**src/rtl/bypass_pkg.sv**
```systemverilog
// Shared types for the ID/EX operand bypass stage.
// Forward-select encodings, stall FSM states and stats counter helper.
package bypass_pkg;

  localparam logic [1:0] FWD_SEL_REG   = 2'b00;
  localparam logic [1:0] FWD_SEL_EXMEM = 2'b10;
  localparam logic [1:0] FWD_SEL_MEMWB = 2'b01;

  localparam int STAT_W = 16;
  localparam int LAT_W  = 3;

  typedef enum logic {
    ST_RUN   = 1'b0,
    ST_STALL = 1'b1
  } bypassState_e;

  function automatic logic [STAT_W-1:0] satAdd(
    input logic [STAT_W-1:0] a,
    input logic [STAT_W-1:0] b
  );
    logic [STAT_W:0] s;
    s = {1'b0, a} + {1'b0, b};
    return s[STAT_W] ? '1 : s[STAT_W-1:0];
  endfunction

endpackage

```
**src/rtl/fwd_select.sv**
```systemverilog
// Per-source forwarding: compare against EX/MEM and MEM/WB, pick, mux.
// EX/MEM has priority; register 0 is never forwarded.
module fwd_select
  import bypass_pkg::*;
#(
  parameter int DATA_W = 32,
  parameter int AW     = 5
) (
  input  logic              exValid,
  input  logic              srcUsed,
  input  logic [AW-1:0]     srcAddr,
  input  logic [DATA_W-1:0] regData,
  input  logic              exmemWrEn,
  input  logic [AW-1:0]     exmemRd,
  input  logic [DATA_W-1:0] exmemResult,
  input  logic              memwbWrEn,
  input  logic [AW-1:0]     memwbRd,
  input  logic [DATA_W-1:0] memwbResult,
  output logic [1:0]        sel,
  output logic [DATA_W-1:0] operand
);

  logic live;
  logic exHit;
  logic wbHit;

  assign live  = exValid & srcUsed & (srcAddr != '0);
  assign exHit = live & exmemWrEn & (exmemRd == srcAddr);
  assign wbHit = live & memwbWrEn & (memwbRd == srcAddr) & ~exHit;

  always_comb begin
    sel     = FWD_SEL_REG;
    operand = regData;
    unique case (1'b1)
      exHit: begin
        sel     = FWD_SEL_EXMEM;
        operand = exmemResult;
      end
      wbHit: begin
        sel     = FWD_SEL_MEMWB;
        operand = memwbResult;
      end
      default: ;
    endcase
  end

endmodule

```
**src/rtl/operand_bypass_stage.sv**
```systemverilog
// ID/EX operand register with forwarding and load-use stall control.
// Optional stall/forward counters under `BYPASS_STATS_EN.
module operand_bypass_stage
  import bypass_pkg::*;
#(
  parameter int DATA_W       = 32,
  parameter int AW           = 5,
  parameter int NUM_SRC      = 2,
  parameter int LOAD_USE_LAT = 1
) (
  input  logic                      clk,
  input  logic                      rst_n,
  input  logic                      id_valid,
  input  logic [NUM_SRC*AW-1:0]     id_src_addr,
  input  logic [NUM_SRC-1:0]        id_src_used,
  input  logic [NUM_SRC*DATA_W-1:0] id_src_data,
  input  logic [AW-1:0]             id_rd,
  input  logic                      id_wr_en,
  input  logic                      id_is_load,
  input  logic                      flush,
  input  logic                      exmem_wr_en,
  input  logic [AW-1:0]             exmem_rd,
  input  logic [DATA_W-1:0]         exmem_result,
  input  logic                      memwb_wr_en,
  input  logic [AW-1:0]             memwb_rd,
  input  logic [DATA_W-1:0]         memwb_result,
  output logic                      stall,
  output logic                      ex_valid,
  output logic [AW-1:0]             ex_rd,
  output logic                      ex_wr_en,
  output logic                      ex_is_load,
  output logic [NUM_SRC*2-1:0]      ex_fwd_sel,
  output logic [NUM_SRC*DATA_W-1:0] ex_operand
`ifdef BYPASS_STATS_EN
  ,
  output logic [STAT_W-1:0]         stall_cycles,
  output logic [STAT_W-1:0]         fwd_events
`endif
);

  bypassState_e state, stNext;
  logic [LAT_W-1:0] cnt, cntNext;

  logic                      exValid;
  logic [AW-1:0]             exRd;
  logic                      exWrEn;
  logic                      exIsLoad;
  logic [NUM_SRC*AW-1:0]     exSrcAddr;
  logic [NUM_SRC-1:0]        exSrcUsed;
  logic [NUM_SRC*DATA_W-1:0] exSrcData;

  logic srcHit;
  logic hz;
  logic bubble;
  logic killEx;

  always_comb begin
    srcHit = 1'b0;
    for (int i = 0; i < NUM_SRC; i++) begin
      if (id_src_used[i] && (id_src_addr[i*AW +: AW] == exRd))
        srcHit = 1'b1;
    end
  end

  assign hz = exValid & exIsLoad & exWrEn & (exRd != '0)
            & id_valid & srcHit;

  // Flush overrides everything, including a stall in progress.
  always_comb begin
    stNext  = state;
    cntNext = cnt;
    stall   = 1'b0;
    bubble  = 1'b0;
    if (flush) begin
      stNext  = ST_RUN;
      cntNext = '0;
    end else begin
      unique case (state)
        ST_RUN: begin
          if (hz) begin
            stall  = 1'b1;
            bubble = 1'b1;
            if (LOAD_USE_LAT > 1) begin
              stNext  = ST_STALL;
              cntNext = LAT_W'(LOAD_USE_LAT - 1);
            end
          end
        end
        ST_STALL: begin
          stall   = 1'b1;
          bubble  = 1'b1;
          cntNext = cnt - LAT_W'(1);
          if (cnt == LAT_W'(1))
            stNext = ST_RUN;
        end
        default: begin
          stNext  = ST_RUN;
          cntNext = '0;
        end
      endcase
    end
  end

  assign killEx = flush | bubble;

  always_ff @(posedge clk or negedge rst_n) begin
    if (!rst_n) begin
      state     <= ST_RUN;
      cnt       <= '0;
      exValid   <= 1'b0;
      exRd      <= '0;
      exWrEn    <= 1'b0;
      exIsLoad  <= 1'b0;
      exSrcAddr <= '0;
      exSrcUsed <= '0;
      exSrcData <= '0;
    end else begin
      state <= stNext;
      cnt   <= cntNext;
      if (killEx) begin
        exValid  <= 1'b0;
        exWrEn   <= 1'b0;
        exIsLoad <= 1'b0;
      end else begin
        exValid <= id_valid;
        if (id_valid) begin
          exRd      <= id_rd;
          exWrEn    <= id_wr_en;
          exIsLoad  <= id_is_load;
          exSrcAddr <= id_src_addr;
          exSrcUsed <= id_src_used;
          exSrcData <= id_src_data;
        end else begin
          exWrEn   <= 1'b0;
          exIsLoad <= 1'b0;
        end
      end
    end
  end

  genvar g;
  generate
    for (g = 0; g < NUM_SRC; g++) begin : gSrc
      fwd_select #(
        .DATA_W(DATA_W),
        .AW    (AW)
      ) uFwd (
        .exValid    (exValid),
        .srcUsed    (exSrcUsed[g]),
        .srcAddr    (exSrcAddr[g*AW +: AW]),
        .regData    (exSrcData[g*DATA_W +: DATA_W]),
        .exmemWrEn  (exmem_wr_en),
        .exmemRd    (exmem_rd),
        .exmemResult(exmem_result),
        .memwbWrEn  (memwb_wr_en),
        .memwbRd    (memwb_rd),
        .memwbResult(memwb_result),
        .sel        (ex_fwd_sel[g*2 +: 2]),
        .operand    (ex_operand[g*DATA_W +: DATA_W])
      );
    end
  endgenerate

  assign ex_valid   = exValid;
  assign ex_rd      = exRd;
  assign ex_wr_en   = exWrEn;
  assign ex_is_load = exIsLoad;

`ifdef BYPASS_STATS_EN
  logic [STAT_W-1:0] fwdCount;

  always_comb begin
    fwdCount = '0;
    for (int i = 0; i < NUM_SRC; i++) begin
      if (ex_fwd_sel[i*2 +: 2] != FWD_SEL_REG)
        fwdCount = fwdCount + STAT_W'(1);
    end
  end

  always_ff @(posedge clk or negedge rst_n) begin
    if (!rst_n) begin
      stall_cycles <= '0;
      fwd_events   <= '0;
    end else begin
      if (stall)
        stall_cycles <= satAdd(stall_cycles, STAT_W'(1));
      if (exValid)
        fwd_events <= satAdd(fwd_events, fwdCount);
    end
  end
`endif

endmodule

```
**config.mk**
```make
export PLATFORM = sky130hd
export DESIGN_NAME = operand_bypass_stage
export DESIGN_NICKNAME = d
export VERILOG_FILES = /design/src/rtl/bypass_pkg.sv /design/src/rtl/fwd_select.sv /design/src/rtl/operand_bypass_stage.sv
export SDC_FILE = /design/constraint.sdc
export NUM_CORES = 1
export LEC_CHECK = 0
export CORE_MARGIN = 4
export CORE_UTILIZATION = 40
export DETAILED_ROUTE_END_ITERATION = 10
export GPL_TIMING_DRIVEN = 0
export PLACE_DENSITY = 0.84
export SYNTH_ARGS = -nofsm -noshare
export SYNTH_HDL_FRONTEND = slang
export SYNTH_SLANG_ARGS = --single-unit
```
**constraint.sdc**
```tcl
create_clock -name clk -period 6.59 [get_ports clk]
set_input_delay 1.977 -clock clk [delete_from_list [all_inputs] [get_ports clk]]
set_output_delay 1.977 -clock clk [all_outputs]
set_load 0.05 [all_outputs]
```
# Word level (Yosys, flattened, before mapping)
# Cells that the tools add are included.
[totals]
ff_bits = 88
inputBits = 163
elab_cells = 67
[op_classes]
n_addsub = 1
eq_ne = 7
mux = 19
bitwise_logic = 24
n_reduce_logical = 7
[ops]
columns = ["operator", "n"]
rows = [
  ["32-bit one-hot mux with 2 select lines", 2],
  ["5-bit equality test", 6],
  ["1-bit AND", 19],
  ["5-bit nonzero test", 3],
  ["1-bit two-way mux", 12],
  ["2-bit one-hot mux with 2 select lines", 2],
  ["3-bit two-way mux", 2],
  ["1-bit NOT", 4],
  ["3-bit by 1-bit equality test with 1-bit output (second input constant)", 1],
  ["3-bit by 1-bit subtractor with 3-bit output (second input constant)", 1],
  ["1-bit logical AND", 2],
  ["1-bit one-hot mux with 2 select lines", 1],
  ["2-bit AND reduction", 1],
  ["2-bit nonzero test", 1],
  ["1-bit OR", 1],
]

# Longest topological paths before layout
# Gate-level depths: netlist of run 1.
[logic_depth]
depth_word = 11
depth_mapped = 7

# By module
# A second synthesis of run 1 with hierarchy kept.
[hier_totals]
hier_cells = 582
area_unflattened_um2 = 5730.5
[by_module_without_submodules]
columns = ["mod", "n_inst", "cells_each", "area_per_inst_um2"]
rows = [
  ["operand_bypass_stage", 1, 216, 3475.8],
  ["fwd_select", 2, 183, 1127.3],
]

# Worst setup path before layout of run 1
# Ideal clock, no wire load.
[synth_timing]
path_kind = "in2out"
from = "input memwb_rd[1]"
to = "output ex_operand[34]"
arrival_ns = 4.060
required_ns = 4.613
slack_ns = 0.553
stages = 6
cell_sequence = "xnor2_1 > nand4_1 > nor4_4 > buf_2 > mux2i_1 > o21ai_0"
[synth_via]
elab_chain_len = 4
[synth_lines]
columns = ["element", "line", "text"]
rows = [
  ["start, declared", "operand_bypass_stage.sv:25", "input logic [AW-1:0] memwb_rd,"],
  ["5-bit equality test", "fwd_select.sv:29", "assign wbHit = live & memwbWrEn & (memwbRd == srcAddr) & ~exHit;"],
  ["1-bit AND (2 in series)", "fwd_select.sv:29", ""],
  ["32-bit one-hot mux with 2 select lines", "fwd_select.sv:34", "unique case (1'b1)"],
  ["end, declared", "operand_bypass_stage.sv:33", "output logic [NUM_SRC*DATA_W-1:0] ex_operand"],
]
# No other way between the ends.

# Worst setup path after layout of run 1
[layout_timing]
from = "input memwb_rd[4]"
to = "output ex_operand[29]"
# The elaborated chain is that of the path after synthesis.

==> results of run 1 <==
==> state kept, by name, indices dropped and copies added (netlist names) <==
| name | count |
|---|---|
| cnt | 3 |
| ex_rd | 5 |
| ex_valid | 1 |
| exSrcUsed | 2 |
| ex_wr_en | 1 |
| ex_is_load | 1 |
| exSrcData | 64 |
| state | 1 |
| exSrcAddr | 10 |
==> layer usage <==
layer / share of wire / vias to the layer above / track usage
li1: - / 2148 / -
met2: 0.51 / 222 / 0.436
met4: 0.031 / 0 / 0.119
met5: 0 / - / 0
met3: 0.066 / 38 / 0.0603
met1: 0.40 / 2328 / 0.299
==> cells in the final DEF, fill, tap and decap left out, types with 4 or more instances in the layout <==
master,count
xor2_1,5
nor2_1,37
nand2_1,37
buf_6,6
xnor2_1,27
buf_4,8
buf_2,12
nand4_1,7
mux2_1,57
clkdlybuf4s50_1,170
mux2_2,25
mux2i_1,64
clkbuf_16,9
clkbuf_2,43
o21ai_1,10
o21ai_0,24
clkbuf_1,4
clkdlybuf4s15_1,10
dfrtp_1,88
inv_1,4
a21oi_1,34
dlygate4sd2_1,14
==> per-stage QoR <==
stage | util | power, uW | worst slack (ns) | setup TNS, ns | cells
final | 0.640 | 1800 | 0.0903 | 0 | 893
after global routing | 0.640 | 1880 | 0.000234 | 0 | 893
after CTS | 0.651 | 1820 | 0.00303 | 0 | 892
after detailed placement | 0.631 | 1380 | -0.720 | -29.34 | 873
after global placement | 0.629 | 1370 | -0.683 | -26.40 | 872
after floorplan | - | 1080 | 0.553 | 0 | 465
==> cell families (layout without fill, tap and decap cells) <==
logic type	after synthesis	count (layout)	share of synthesized area
adders and majority gates	2	2	0.00493
xor gates and xnor gates	32	32	0.0552
buffers and inverters	33	292	0.0389
and+or+nand+nor	94	94	0.0860
other	0	1	0
DFF	88	88	0.433
muxes	146	146	0.308
AOI/OAI and AO/OA	70	70	0.0736
==> cell type report <==
type,count,share of cell area
plain buffers,29,0.0245
multi-input cells,344,0.344
well taps,168,0.0269
flip-flops and latches,88,0.282
clock inverters,5,0.00416
inverters,4,0.00192
repair buffers,243,0.285
diodes,1,0.000320
clock buffers,11,0.0311
==> synthesized netlist by cell type, types with 2 or more instances <==
| cell | n |
|---|---|
| o21ai_0 | 24 |
| xnor2_1 | 27 |
| a21oi_1 | 34 |
| mux2i_1 | 64 |
| dfrtp_1 | 88 |
| mux2_2 | 25 |
| inv_1 | 4 |
| buf_4 | 3 |
| mux2_1 | 57 |
| buf_2 | 14 |
| nor2b_1 | 2 |
| and2_1 | 3 |
| xor2_1 | 5 |
| nand2_1 | 37 |
| or4_1 | 3 |
| clkbuf_1 | 6 |
| ha_1 | 2 |
| buf_6 | 6 |
| nand4_1 | 7 |
| o21ai_1 | 10 |
| nor4_4 | 2 |
| nor2_1 | 37 |
==> timing repair <==
item,4_1_cts,5_1_grt
pin swaps,1,0
hold endpoints to repair,0,0
endpoints found under the setup margin,68,51
buffers inserted,3,0
resized for setup,84,107
gates cloned,0,0
==> critical path: stages <==
cell	delay [ns]
clkdlybuf4s50_1	0.54
xnor2_1	0.15
nand4_1	0.17
nor4_4	0.30
buf_4	0.19
buf_2	0.32
mux2i_1	0.13
a21oi_1	0.21
clkdlybuf4s15_1	0.53
==> worst paths after layout <==
check | to | slack, ns | depth (start not counted)
worst max-delay path | ex_operand[29] | 0.09 | 9
worst min-delay path | exSrcData[54] | 0.49 | 1
worst max register to register | exSrcData[17] | 4.29 | 7
worst min register to register | exSrcData[54] | 0.49 | 1
max in group asynchronous | exSrcData[23] | 4.35 | 2
min in group asynchronous | exSrcData[12] | 1.60 | 1
==> report_power, final <==
part	leakage, uW	switching (uW)	total (uW)	internal, uW
Clock	0.000128	214	478	265
Combinational	0.00193	396	654	258
Sequential	0.00105	56.4	671	615
==> results by group, run 1 <==
Timing
  • RSZ-0062 raised after global routing: false
  • Fmax: 154 MHz
  • Slew HR: 0.553
  • Post-layout min period: 6.50 ns
  • WHS: 0.487 ns
  • Clock skew: 0.00511 ns
  • Final setup fails: 0
  • Worst-Margin Slew: 0.671 ns
  • Pins Over Slew Limit: 0
  • Final Cycle Share: 0.986
  • Hold Vio Cnt, Final: 0

Placement
  • PortBufs: 239
  • Cell Area, Placed: approximately 0.0077 mm^2
  • Gpl congestion: 0.947
  • DPL Wire Length: 14500 um

Critical path
  • Critical setup path kind: primary input to output pin
  • Critical path origin: memwb_rd[4]
  • Reg-to-Reg Start: ex_rd[1]
  • CP Capture Type: output pin
  • CP arrival: 4.52 ns
  • Nature of the critical path startpoint: primary input
  • WP data required: 4.61 ns
  • Worst Path Max Fanout: 10

Die
  • Die Ht: 121 um
  • I/O pins: 240
  • Core Area: 0.0122 mm^2
  • FP Rows: 40
  • DIE AREA: 0.0146 mm^2
  • Die W: ~120 um
  • Starting Density: 0.416

Status
  • Outcome: complete, no violations

Detailed routing
  • Vias: 4736
  • DRC: 0
  • Via density: approximately 5.3
  • DRT iter0 DRCs: 258
  • Antenna-violating nets left: 0
  • Overall routed net length: approximately 18000 um
  • Drt pass-1 iters: 4
  • Wire per inst: 20.7 um

CTS
  • Clock transition at path regs: 0.06 ns
  • CTS Hold Buffers Added: 0
  • Clock Tree Root: clkbuf_16
  • H-tree Lvls: 3
  • Deepest clock path buffer count: 2
  • TritonCTS clock tree: done
  • Total CTS buffers: 9
  • Insertion delay to the later sink of the worst-skew pair: 0.34 ns
  • CTS sink cnt: 88

Min path
  • Min-delay src: exSrcData[54]
  • HP Class: flip-flop to flip-flop

Synthesis
  • Mapped Nets: 630
  • Post-synthesis cell area: slightly above 0.005 mm^2
  • Post-Syn Area per Cell: approximately 11 um^2
  • Synth area leaders: dfrtp_1 43%, mux2_1 13%, mux2i_1 13%, mux2_2 5.5%, xnor2_1 4.7%
  • Netlist cell types: 27
  • Sequential area share after synthesis: 0.433
  • Fraction of registers with async set/reset: 1.00
  • Post-Synthesis Cells: 465
  • Top FF cell, synth: dfrtp_1
  • Number of flops mapped to enable cells by yosys: 0
  • Yosys warning count: 0
  • Top-area cell type share of the netlist area: 0.433
  • Biggest area consumer among synthesized cells: dfrtp_1
  • Synthesized flop and latch total: a little under 90

Global routing
  • Vias in the first global route: 5231
  • First-pass GRT wire length: 28400 um
  • GRT Total Usage: 0.254
  • Total gr overflow: 0
  • Antenna violations before repair: 1
  • Largest net degree at the start of global routing: 54

Pwr
  • Cell Pwr Density: ~230 mW/mm^2
  • Leak: 0.00310 uW
  • Maximum vdd drop: between 0.0001 and 0.00015 V

Cells and area
  • Multi-input gate area: 0.00269 mm^2
  • Sequential cell area: 0.00220 mm^2
  • Area grow syn2layout: 53.8%
  • Post-route cell area: 0.00781 mm^2
  • Final net count: slightly below 900
  • Fillers: 1033
  • Layout cells sized above 1: 0.163

Flow run
  • Max Cap Violations: 0
Note: power is estimated with default switching activity, not from simulation.
==> inputs of run 2 (changes only) <==
--- a/config.mk
+++ b/config.mk
@@ -5,11 +5,11 @@
 export SDC_FILE = /design/constraint.sdc
 export NUM_CORES = 1
 export LEC_CHECK = 0
+export ABC_AREA = 1
 export CORE_MARGIN = 4
 export CORE_UTILIZATION = 40
 export DETAILED_ROUTE_END_ITERATION = 10
-export GPL_TIMING_DRIVEN = 0
-export PLACE_DENSITY = 0.84
+export PLACE_DENSITY = 0.8
 export SYNTH_ARGS = -nofsm -noshare
 export SYNTH_HDL_FRONTEND = slang
 export SYNTH_SLANG_ARGS = --single-unit
==> run 2 against run 1 <==
  * Highest routed layer unchanged
  * Die area rose by 16%
  * Sequential share of layout area fell by 3.3 points
  * Clock power barely moved
  * Critical path depth rose by 2
  * Maximum frequency rose by 9.9%
  * Flip-flop and latch count did not move
==> results by group, run 2 <==
Pwr
  • Cell Pwr Density: 214 mW/mm^2
  • Leak: 0.00433 uW
  • Maximum vdd drop: between 0.0001 and 0.00015 V

Synthesis
  • Post-Syn Area per Cell: a little under 7 um^2
  • Biggest area consumer among synthesized cells: dfrtp_1
  • Top-area cell type share of the netlist area: 0.371
  • Fraction of registers with async set/reset: 1.00
  • Post-Synthesis Cells: 872
  • Number of flops mapped to enable cells by yosys: 0
  • Post-synthesis xor/xnor area fraction: 0.00295
  • Multiplexer share of the synthesized area: 0
  • Yosys warning count: 0
  • Sequential area share after synthesis: 0.371
  • Synthesized flop and latch total: 88
  • Most instantiated cells after synthesis: 314 x nand2_1, 214 x nand3_1, 88 x dfrtp_1
  • Synth area leaders: dfrtp_1 37%, nand2_1 20%, nand3_1 18%, nand4_1 7.3%, buf_6 2.8%
  • Synth Area in Adders: 0.00422
  • Top FF cell, synth: dfrtp_1
  • Main combinational cell family by area after synthesis: simple AND/OR/NAND/NOR gates
  • Simple-gate share of the synthesized area: 0.511
  • Post-synthesis cell area: about 0.0059 mm^2
  • Most common cell in the netlist: nand2_1
  • Synth Area in Compound Gates: 0.00822
  • Netlist cell types: 28
  • Mapped Nets: 1037

Critical path
  • Crit-path most repeated cell: nand2_1
  • Reg2reg end: exSrcData[20]
  • Flop-to-flop setup slack: 3.74 ns
  • CP peak stage delay: 0.55 ns
  • R2R depth: 11
  • CP arrival: 3.94 ns
  • Slowest-stage cell, CP: clkdlybuf4s50_1
  • Worst Path Max Fanout: 30
  • Reg-to-Reg Start: ex_rd[3]
  • Cells along the critical path: clkdlybuf4s50_1 -> inv_1 -> nand2_1 -> nand2_1 -> nor2_2 -> nand3_4 -> nor2_4 -> buf_4 -> nand2_1 -> nand3_1 -> buf_12
  • Nature of the critical path startpoint: primary input
  • CP Capture Type: output pin
  • Critical setup path kind: primary input to output pin
  • WP data required: 4.61 ns

Cells and area
  • Max FFs per register: 64
  • Commonest non-fill, non-tap cells in the layout: 313 x nand2_1, 214 x nand3_1, 169 x clkdlybuf4s50_1
  • Area grow syn2layout: 49.1%
  • Final net count: 1241
  • Layout cells sized above 1: 0.128
  • Post-route cell area: 0.00885 mm^2
  • Commonest non-fill, non-tap cell in the layout: nand2_1
  • Fillers: 1357
  • Reg with most FFs: exSrcData

Detailed routing
  • Met1 wire length: 9250 um
  • Vias: 6919
  • DRT iter0 DRCs: 527
  • DRC: 0
  • Drt pass-1 iters: 5
  • Wire per inst: approximately 18 um
  • Metal3 WL: 2010 um
  • Antenna-violating nets left: 0
  • Via density: 5.47
  • Overall routed net length: 23200 um
  • DR WL met2: roughly 11000 um
  • Top routing layer in use: met4

Placement
  • PortBufs: about 240
  • Gpl congestion: 0.892
  • Cell Area, Placed: 0.00857 mm^2
  • DPL Wire Length: 16300 um

CTS
  • Insertion delay to the later sink of the worst-skew pair: 0.35 ns
  • # Post-CTS Setup Buffers: 0
  • Clock transition at path regs: 0.06 ns
  • Deepest clock path buffer count: 2
  • H-tree Lvls: 3
  • CTS Hold Buffers Added: 0
  • CTS sink cnt: 88
  • Total CTS buffers: 9
  • TritonCTS clock tree: done
  • Post-CTS sizing: 0
  • Clock Tree Root: clkbuf_16

Die
  • FP Rows: 44
  • DIE AREA: between 0.015 and 0.02 mm^2
  • Die W: 130 um
  • Die Ht: between 100 and 150 um
  • Core Area: 0.0145 mm^2
  • I/O pins: 240
  • Starting Density: 0.408

Timing
  • Fmax: between 150 and 200 MHz
  • Final setup fails: 0
  • Slew HR: 0.353
  • RSZ-0062 raised after global routing: false
  • Pins Over Slew Limit: 0
  • Clock skew: 0.0113 ns
  • Post-layout min period: 5.91 ns
  • Post-Route Setup TNS: 0 ns
  • Hold Vio Cnt, Final: 0
  • Worst-Margin Slew: 0.970 ns
  • Final Cycle Share: 0.897

Global routing
  • Vias in the first global route: 6876
  • Total gr overflow: 0
  • GRT Total Usage: 0.271
  • Largest net degree at the start of global routing: 85
  • First-pass GRT wire length: 35600 um
  • Antenna violations before repair: 1

Min path
  • Hold Crit Depth: 2
  • WHS Endpoint: exSrcData[56]
  • Min-delay src: exSrcData[56]
  • HP Class: flip-flop to flip-flop

Flow run
  • Max Cap Violations: 0

Status
  • Outcome: complete, no violations
## run 2: cell count changes after synthesis, moves of 13 or more
cell / before / now
inv_1: 4 / 43
nand2_1: 37 / 314
xnor2_1: 27 / 2
buf_2: 14 / 32
a21oi_1: 34 / 5
nand2_2: 0 / 13
nand3_1: 0 / 214
mux2_2: 25 / 0
mux2_1: 57 / 0
nand4_1: 7 / 69
mux2i_1: 64 / 0
o21ai_0: 24 / 2
## run 2: layer usage
metal | track usage | vias to the layer above
li1 | - | 3307
met1 | 0.332 | 3238
met2 | 0.443 | 311
met3 | 0.0716 | 63
met4 | 0.132 | 0
met5 | 0 | -
## run 2: per-stage QoR
step | power, uW | std cells | utilization | setup WS, ns | hold WS, ns
after floorplan | 1060 | 872 | - | 1.16 | 0.442
after global placement | 1420 | 1249 | 0.590 | 0.709 | 0.455
after detailed placement | 1420 | 1249 | 0.590 | 0.707 | 0.459
after CTS | 1900 | 1265 | 0.608 | 0.691 | 0.475
after global routing | 1980 | 1266 | 0.609 | 0.496 | 0.494
final | 1890 | 1266 | 0.609 | 0.677 | 0.471
## run 2: cell families (layout without fill, tap and decap cells)
logic type	count (synthesis)	after routing
and+or+nand+nor	657	657
buffers and inverters	114	323
DFF	88	88
AOI/OAI and AO/OA	9	9
adders and majority gates	2	2
xor gates and xnor gates	2	2
other	0	1
## run 2: area by class of cell
type / count / area (um^2) / share of cell area
multi-input cells: 670 / 3130 / 0.354
repair buffers: 255 / 2810 / 0.318
flip-flops and latches: 88 / 2200 / 0.249
well taps: 184 / 230 / 0.0260
clock buffers: 9 / 225 / 0.0255
inverters: 52 / 195 / 0.0221
clock inverters: 7 / 45.0 / 0.00509
diodes: 1 / 2.50 / 0.000283
## run 2: critical path: cells and delay by family
family	cells	cell delay [ns]
buffers and inverters	4	1.20
and+or+nand+nor	7	0.75
## run 2: worst max path at each step
stage / start / end / slack (ns)
4_1_cts: exmem_rd[3] / ex_operand[42] / 0.69
3_3_place_gp: memwb_rd[1] / ex_operand[20] / 0.71
2_1_floorplan: id_src_addr[5] / stall / 1.16
3_5_place_dp: exmem_rd[3] / ex_operand[42] / 0.71
6_report: exmem_rd[3] / ex_operand[42] / 0.68
5_1_grt: exmem_rd[1] / ex_operand[38] / 0.50
## run 2: power breakdown
part,internal (uW),total (uW),switching (uW)
Combinational,315,757,442
Sequential,605,659,54.0
Clock,255,476,220
==> inputs of run 3 (changes only) <==
--- a/config.mk
+++ b/config.mk
@@ -13,3 +13,4 @@
 export SYNTH_ARGS = -nofsm -noshare
 export SYNTH_HDL_FRONTEND = slang
 export SYNTH_SLANG_ARGS = --single-unit
+export TNS_END_PERCENT = 50
==> results of run 3 <==
No change in the layout: final DEF, timing and power equal those of run 2.
